==> src/rtl/apb_pkg.sv <==
// Shared APB master definitions: bus geometry, FSM state encoding and
// the address-to-slave decode helper.
package apb_pkg;

    localparam int unsigned ADDR_WIDTH = 32;
    localparam int unsigned DATA_WIDTH = 32;
    localparam int unsigned N          = 4;
    localparam int unsigned IDX_W      = (N > 1) ? $clog2(N) : 1;

    typedef enum logic [1:0] {
        S_IDLE,
        S_SETUP,
        S_ACCESS,
        S_RESP
    } apb_state_e;

    // Raw slave-index field; callers compare against N to catch decode holes.
    function automatic int unsigned apb_slv_idx(input logic [ADDR_WIDTH-1:0] addr,
                                                input int unsigned           sel_lsb);
        logic [ADDR_WIDTH-1:0] shifted;
        shifted = addr >> sel_lsb;
        return 32'(shifted[IDX_W-1:0]);
    endfunction

endpackage

==> src/rtl/apb_wait_timer.sv <==
// ACCESS-phase wait counter; expired flags TIMEOUT ready-less cycles.
// A TIMEOUT of 0 disables expiry entirely.
module apb_wait_timer #(
    parameter int unsigned TIMEOUT = 16
) (
    input  logic clk,
    input  logic rst,
    input  logic clear,
    input  logic enable,
    output logic expired
);

    localparam int unsigned CNT_W = (TIMEOUT > 0) ? $clog2(TIMEOUT + 1) : 1;

    logic [CNT_W-1:0] count;

    always_ff @(posedge clk) begin
        if (rst || clear) begin
            count <= '0;
        end else if (enable && !expired) begin
            count <= count + 1'b1;
        end
    end

    assign expired = (TIMEOUT != 0) && (count == CNT_W'(TIMEOUT));

endmodule

==> src/rtl/apb_master.sv <==
// Single-outstanding APB master: command stream in, SETUP/ACCESS transfer
// on one of N slaves, one response out. Hung slaves are cut off by a timer.
module apb_master
    import apb_pkg::*;
#(
    parameter int unsigned SEL_LSB = 12,
    parameter int unsigned TIMEOUT = 16
) (
    input  logic                  pclk,
    input  logic                  preset,
    input  logic                  cmd_valid,
    output logic                  cmd_ready,
    input  logic                  cmd_write,
    input  logic [ADDR_WIDTH-1:0] cmd_addr,
    input  logic [DATA_WIDTH-1:0] cmd_wdata,
    output logic                  rsp_valid,
    input  logic                  rsp_ready,
    output logic [DATA_WIDTH-1:0] rsp_rdata,
    output logic                  rsp_err,
    output logic [N-1:0]          p_sel,
    output logic                  p_enable,
    output logic                  p_write,
    output logic [ADDR_WIDTH-1:0] p_addr,
    output logic [DATA_WIDTH-1:0] p_wdata,
    input  logic [N*DATA_WIDTH-1:0] p_rdata,
    input  logic [N-1:0]          p_ready,
    input  logic [N-1:0]          p_slverr
);

    apb_state_e            state, state_d;
    logic [IDX_W-1:0]      slv_idx, slv_idx_d;
    logic                  cmd_ready_d, rsp_valid_d, rsp_err_d;
    logic [DATA_WIDTH-1:0] rsp_rdata_d;
    logic [N-1:0]          p_sel_d;
    logic                  p_enable_d, p_write_d;
    logic [ADDR_WIDTH-1:0] p_addr_d;
    logic [DATA_WIDTH-1:0] p_wdata_d;

    int unsigned           cmd_idx;
    logic                  sel_ready, sel_slverr;
    logic [DATA_WIDTH-1:0] sel_rdata;
    logic                  timer_clear, timer_enable, timer_expired;

    // Only the addressed slave's handshake is ever looked at.
    assign sel_ready  = p_ready[slv_idx];
    assign sel_slverr = p_slverr[slv_idx];
    assign sel_rdata  = p_rdata[slv_idx*DATA_WIDTH +: DATA_WIDTH];

    assign timer_clear  = (state == S_SETUP);
    assign timer_enable = (state == S_ACCESS) && !sel_ready;

    apb_wait_timer #(
        .TIMEOUT (TIMEOUT)
    ) u_wait_timer (
        .clk     (pclk),
        .rst     (preset),
        .clear   (timer_clear),
        .enable  (timer_enable),
        .expired (timer_expired)
    );

    // Every output is a register; the comb process computes its next value.
    always_comb begin
        state_d     = state;
        slv_idx_d   = slv_idx;
        cmd_ready_d = cmd_ready;
        rsp_valid_d = rsp_valid;
        rsp_err_d   = rsp_err;
        rsp_rdata_d = rsp_rdata;
        p_sel_d     = p_sel;
        p_enable_d  = p_enable;
        p_write_d   = p_write;
        p_addr_d    = p_addr;
        p_wdata_d   = p_wdata;
        cmd_idx     = apb_slv_idx(cmd_addr, SEL_LSB);

        case (state)
            S_IDLE: begin
                if (cmd_valid) begin
                    cmd_ready_d = 1'b0;
                    if (cmd_idx >= N) begin
                        state_d     = S_RESP;
                        rsp_valid_d = 1'b1;
                        rsp_err_d   = 1'b1;
                        rsp_rdata_d = '0;
                    end else begin
                        state_d   = S_SETUP;
                        slv_idx_d = IDX_W'(cmd_idx);
                        p_sel_d   = N'(1) << IDX_W'(cmd_idx);
                        p_write_d = cmd_write;
                        p_addr_d  = cmd_addr;
                        p_wdata_d = cmd_wdata;
                    end
                end
            end
            S_SETUP: begin
                state_d    = S_ACCESS;
                p_enable_d = 1'b1;
            end
            S_ACCESS: begin
                // Ready in the same cycle as expiry counts as a normal completion.
                if (sel_ready || timer_expired) begin
                    state_d     = S_RESP;
                    p_sel_d     = '0;
                    p_enable_d  = 1'b0;
                    rsp_valid_d = 1'b1;
                    if (sel_ready) begin
                        rsp_err_d   = sel_slverr;
                        rsp_rdata_d = (!p_write && !sel_slverr) ? sel_rdata : '0;
                    end else begin
                        rsp_err_d   = 1'b1;
                        rsp_rdata_d = '0;
                    end
                end
            end
            S_RESP: begin
                if (rsp_ready) begin
                    state_d     = S_IDLE;
                    rsp_valid_d = 1'b0;
                    rsp_err_d   = 1'b0;
                    rsp_rdata_d = '0;
                    cmd_ready_d = 1'b1;
                end
            end
            default: begin
                state_d = S_IDLE;
            end
        endcase
    end

    always_ff @(posedge pclk) begin
        if (preset) begin
            state     <= S_IDLE;
            slv_idx   <= '0;
            cmd_ready <= 1'b1;
            rsp_valid <= 1'b0;
            rsp_err   <= 1'b0;
            rsp_rdata <= '0;
            p_sel     <= '0;
            p_enable  <= 1'b0;
            p_write   <= 1'b0;
            p_addr    <= '0;
            p_wdata   <= '0;
        end else begin
            state     <= state_d;
            slv_idx   <= slv_idx_d;
            cmd_ready <= cmd_ready_d;
            rsp_valid <= rsp_valid_d;
            rsp_err   <= rsp_err_d;
            rsp_rdata <= rsp_rdata_d;
            p_sel     <= p_sel_d;
            p_enable  <= p_enable_d;
            p_write   <= p_write_d;
            p_addr    <= p_addr_d;
            p_wdata   <= p_wdata_d;
        end
    end

endmodule

==> config.mk <==
export PLATFORM = sky130hd
export DESIGN_NAME = apb_master
export DESIGN_NICKNAME = d
export VERILOG_FILES = /design/src/rtl/apb_pkg.sv /design/src/rtl/apb_wait_timer.sv /design/src/rtl/apb_master.sv
export SDC_FILE = /design/constraint.sdc
export NUM_CORES = 1
export LEC_CHECK = 0
export CAP_MARGIN = 0
export CORE_AREA = 2 2 119 121
export DETAILED_ROUTE_END_ITERATION = 16
export DIE_AREA = 0 0 121 123
export PLACE_DENSITY = 0.88
export SLEW_MARGIN = 20
export SYNTH_ARGS = -nofsm -noshare
export SYNTH_HDL_FRONTEND = slang
export SYNTH_SLANG_ARGS = --single-unit
==> constraint.sdc <==
create_clock -name pclk -period 3.6 [get_ports pclk]
set_input_delay 0.72 -clock pclk [delete_from_list [all_inputs] [get_ports pclk]]
set_output_delay 0.72 -clock pclk [all_outputs]
set_load 0.03 [all_outputs]
Yosys cells after proc, flatten, opt, wreduce, memory -nomap -nowiden. Cells that the tools add are included.

Input port bits: 205. Flip-flop bits (word level): 114. Word-level logic and storage cells: 70. Output and inout bits: 105.

Magnitude comparators: 1. Equality and inequality tests: 7. Multiplexer cells: 27. Add/subtract/negate cells: 1. Reduce and logical (&&, ||, !) cells: 20. Shift-type cells: 2.

Operators with widths (count): $mux 32 (4); $shiftx 128x8->32 (1); $pmux 32 s2 (1); $reduce_and 3->1 (4); $mux 1 (9); $mux 4 (2); $pmux 1 s2 (4); $pmux 2 s4 (1); $pmux 4 s2 (1); $reduce_bool 2->1 (4); $mux 2 (3); $add 5x1->5 const B (1); $eq 5x5->1 const B (1); $bmux 1 s2 (2); $eq 2x2->1 const B (2); $logic_not 1->1 (4); $ne 2x2->1 const B (2); $reduce_and 2->1 (2); $shl 1x2->4 const A (1); $logic_and 1x1->1 (3); $lt 2x3->1 const B (1); $eq 2x1->1 const B (1); $logic_not 2->1 (1); $logic_or 1x1->1 (2); $ne 2x1->1 const B (1).

Depth between registers and ports, before layout.
Word-level depth: 8. Gate-level depth with buffers: 7. Gate-level depth less buffers: 6.

Cells and area by module. A second synthesis with hierarchy kept.

Cell total of the unflattened synthesis: 496. Area, all modules: 4887.2 µm².

By module, submodules not included: apb_master (area each 4605.7 µm², times used 1, cells an instance 467, seq. area each 2142.1 µm²); apb_wait_timer (area each 281.5 µm², times used 1, cells an instance 29, seq. area each 100.1 µm²).

Least setup slack after synthesis. OpenSTA, ideal clock, no wires.

Path kind: reg-to-reg. Start point: register, netlist name p_addr[13]. End point: register rsp_valid. Setup slack: 1.708 ns. Cell stages (with the launch flop): 6. Required time: 3.477 ns. Arrival: 1.768 ns. Clock period less this slack: 1.892 ns. Path buffers: 1. Library setup time: 0.123 ns. Cell sequence: dfxtp_1 > buf_6 > mux2_4 > o22ai_4 > a21o_1 > mux2_1.

RTL lines: end signal, assigned (RTL line apb_master.sv:148) `rsp_valid <= rsp_valid_d;`; end, declared (RTL line apb_master.sv:16) `output logic rsp_valid,`.

Final worst setup path.
Start point: register p_addr[12]. End point: output port p_addr[12].

RTL lines: start, declared (RTL line apb_master.sv:23) `output logic [ADDR_WIDTH-1:0] p_addr,`; start signal, assigned (RTL line apb_master.sv:154) `p_addr <= p_addr_d;`.

No word-level cell between the ends.

==> impl_metrics.csv <==
group,metric,value,unit
status,status,"complete, no violations",
synth,synth.top_cell.area_share,43.2,%
synth,synth.cell_area,5190,um2
setup_path,critical_path_arrival,1780,ps
grt,grt_busiest_layer,"met2",
sta,fmax,400,MHz
synth,synth_compound_area_share,14.5,%
place,portBuffers,309,
sta,post-route-min-period,2500,ps
setup_path,path_delay_family,"buffers and inverters",
job,maxCapViolations,0,
synth,synth_fp_nets,782,
grt,grt_pass1_vias,5195,
pwr,switching_power,1.58,mW
grt,groute.usage.overall,22.7,%
clocking,cts_setup_buffers,0,
synth,synth_top_family_by_area,"simple AND/OR/NAND/NOR gates",
grt,use_met3,8.30,%
synth,yosys.area_share.simple,19.3,%
sta,finalSetupViolCount,0,
clocking,ctsHoldBuffers,0,
detailed_routing,routed_wl,17.7,mm
pwr,ir_worst_vdd,0.000383,V
pwr,combinationalPowerShare,41.2,%
die,dieArea,14900,um2
detailed_routing,ant_nets,0,
pwr,leakage,3.10,nW
setup_path,worstSetupPathType,"flop to primary output",
sta,maxSlewViolCount,0,
synth,ys_seq_elements,112,
layout,syn2layout_area_growth,67.8,%
clocking,cts_tree,"done",
sta,hold_ws,454,ps
synth,synth.most_common_cell,"nand2_1",
detailed_routing,drc_errors,0,
sta,finalCritPeriodShare,69.4,%
synth,synth_fa_ha_area_share,1.69,%
sta,worst_pin_slew,758,ps
sta,relSlewSlack,49.3,%
synth,yosys.cell_types.count,36,
synth,synth_common_cells,"nand2_1, dfxtp_1, a21oi_1, nand3_1, mux4_2",
sta,timing.final.ws_setup,1100,ps
layout,post-route-cell-area,8710,um2
die,die_w,121,um
sta,finalSetupTns,0,ps
grt,grt_pass1_wl,26.4,mm
die,pin_count,310,
setup_path,slowest_stage,"clkdlybuf4s50_1",
pwr,clkPwrFrac,23.5,%
place,dp.cells,1026,
place,post-place-ws,1070,ps
pwr,p_sw_share,36.4,%
die,num_rows,43,
clocking,cts.repair.resized,0,
grt,antenna_found_initial,0,
grt,grt_max_degree,75,
grt,use_met2,40.5,%
setup_path,startpoint_type,"flop",
setup_path,critPathMaxFanout,15,
synth,yosys_warnings,0,
die,die_h,123,um
place,gp_congestion,0.800,
synth,syn_area_per_cell,9.10,um2
synth,synth_edf_count,0,
layout,drive_above_1_share,11.7,%
synth,yosysTopAreaCell,"dfxtp_1",
layout,antenna_cells,0,
synth,syn_inst,570,
grt,grt.overflow.total,0,
synth,synth_xor_xnor_area_share,0,%
synth,async_flop_share,0,%
synth,seq_area_frac_synth,43.2,%
pwr,power_density,498,nW/um2
place,placed_area,8410,um2
setup_path,crit_chain,"clkdlybuf4s50_1",
sta,rsz0062_at_grt,"false",
clocking,clk_pin_slew,80,ps
pwr,finalPower,4.33,mW
detailed_routing,vias_per_cell,5.01,
setup_path,crit_buf_inv,1,
pwr,pwr-share-seq,35.2,%
setup_path,cpPeakStageDelay,770,ps
layout,final_nets,1069,
setup_path,cp-end-kind,"primary output",
detailed_routing,drtPass1Iterations,4,
place,hpwlAfterDp,13.5,mm
layout,fin_util,64.0,%
pwr,p_int,2.76,mW
clocking,cts_sinks,112,
sta,hold_viol,0,
die,core,13600,um2
min_path,min_path_type,"flop to flop",
synth,synthTopCellsByArea,"dfxtp_1, mux4_2, nand2_1",
sta,fin_skew,12.7,ps
setup_path,required,2880,ps
detailed_routing,wl_per_cell,17.0,um
clocking,cts_buffer_depth,2,
die,initial_core_util,38.1,%
synth,synth-main-ff-cell,"dfxtp_1",
layout,fin_cells,1041,
grt,grt_use_met1,24.1,%
detailed_routing,dr_total_vias,5215,
detailed_routing,drt_iter0_drc,209,
synth,muxShareOfSynthArea,16.9,%
clocking,clock_latency,350,ps
clocking,htree_levels,3,
clocking,root_buffer,"clkbuf_16",
clocking,cts_buffers,9,
## per-layer routing
metal / wire length [um] / up-vias
met5: 0 / -
met4: 535 / 0
met3: 1800 / 33
met2: 8960 / 233
met1: 6380 / 2406
li1: - / 2543
## power by group through the flow
stage	registers, mW	logic [mW]	clock network, mW
floorplan	1.83	0.780	0
global placement	1.55	1.77	0
detailed placement	1.56	1.80	0
CTS	1.53	1.81	1.04
global route	1.55	1.92	1.11
finish	1.53	1.79	1.02
## cell families after synthesis
group                    count (synthesis)
buffers and inverters                   51
multiplexers                            45
AO/OA/AOI/OAI                          117
AND/OR/NAND/NOR                        238
flip-flops                             112
adder cells (fa/ha/maj)                  7
## worst paths after layout
path	start	end	slack, ps	cells after the start
worst min register to register	p_wdata[31]	p_wdata[31]	450	2
worst min-delay path	p_wdata[31]	p_wdata[31]	450	2
worst max register to register	state[0]	rsp_rdata[13]	1410	6
worst max-delay path	p_addr[12]	p_addr[12]	1100	1
## cells in the final DEF (no fill, tap or decap), drive strengths merged, types with 2 or more instances in the layout
cell type        n
o21ai           37
inv             10
nand3           34
ha               7
a21o             2
a21oi           72
nor2b            7
nand2          178
clkbuf           9
buf             11
dfxtp          112
or3              2
mux2i            9
nor2             4
mux4            33
mux2             3
nand4            3
clkdlybuf4s50  308
nand2b           4
clkinv           2
## registers in the layout, summed over array words and instances, names as in the netlist, 2 cells and up
| name | count |
|---|---|
| p_wdata | 32 |
| p_sel | 4 |
| u_wait_timer.count | 5 |
| rsp_rdata | 32 |
| p_addr | 32 |
| state | 2 |
## final cells by class
class,instances,area (um2)
Clock buffer,9,225
Clock inverter,6,75.1
Fill cell,1101,4900
Inverter,8,30.0
Multi-Input combinational cell,407,2730
Sequential cell,112,2240
Tap cell,180,225
Timing Repair Buffer,319,3180
Note: power is estimated with default switching activity, not from simulation.
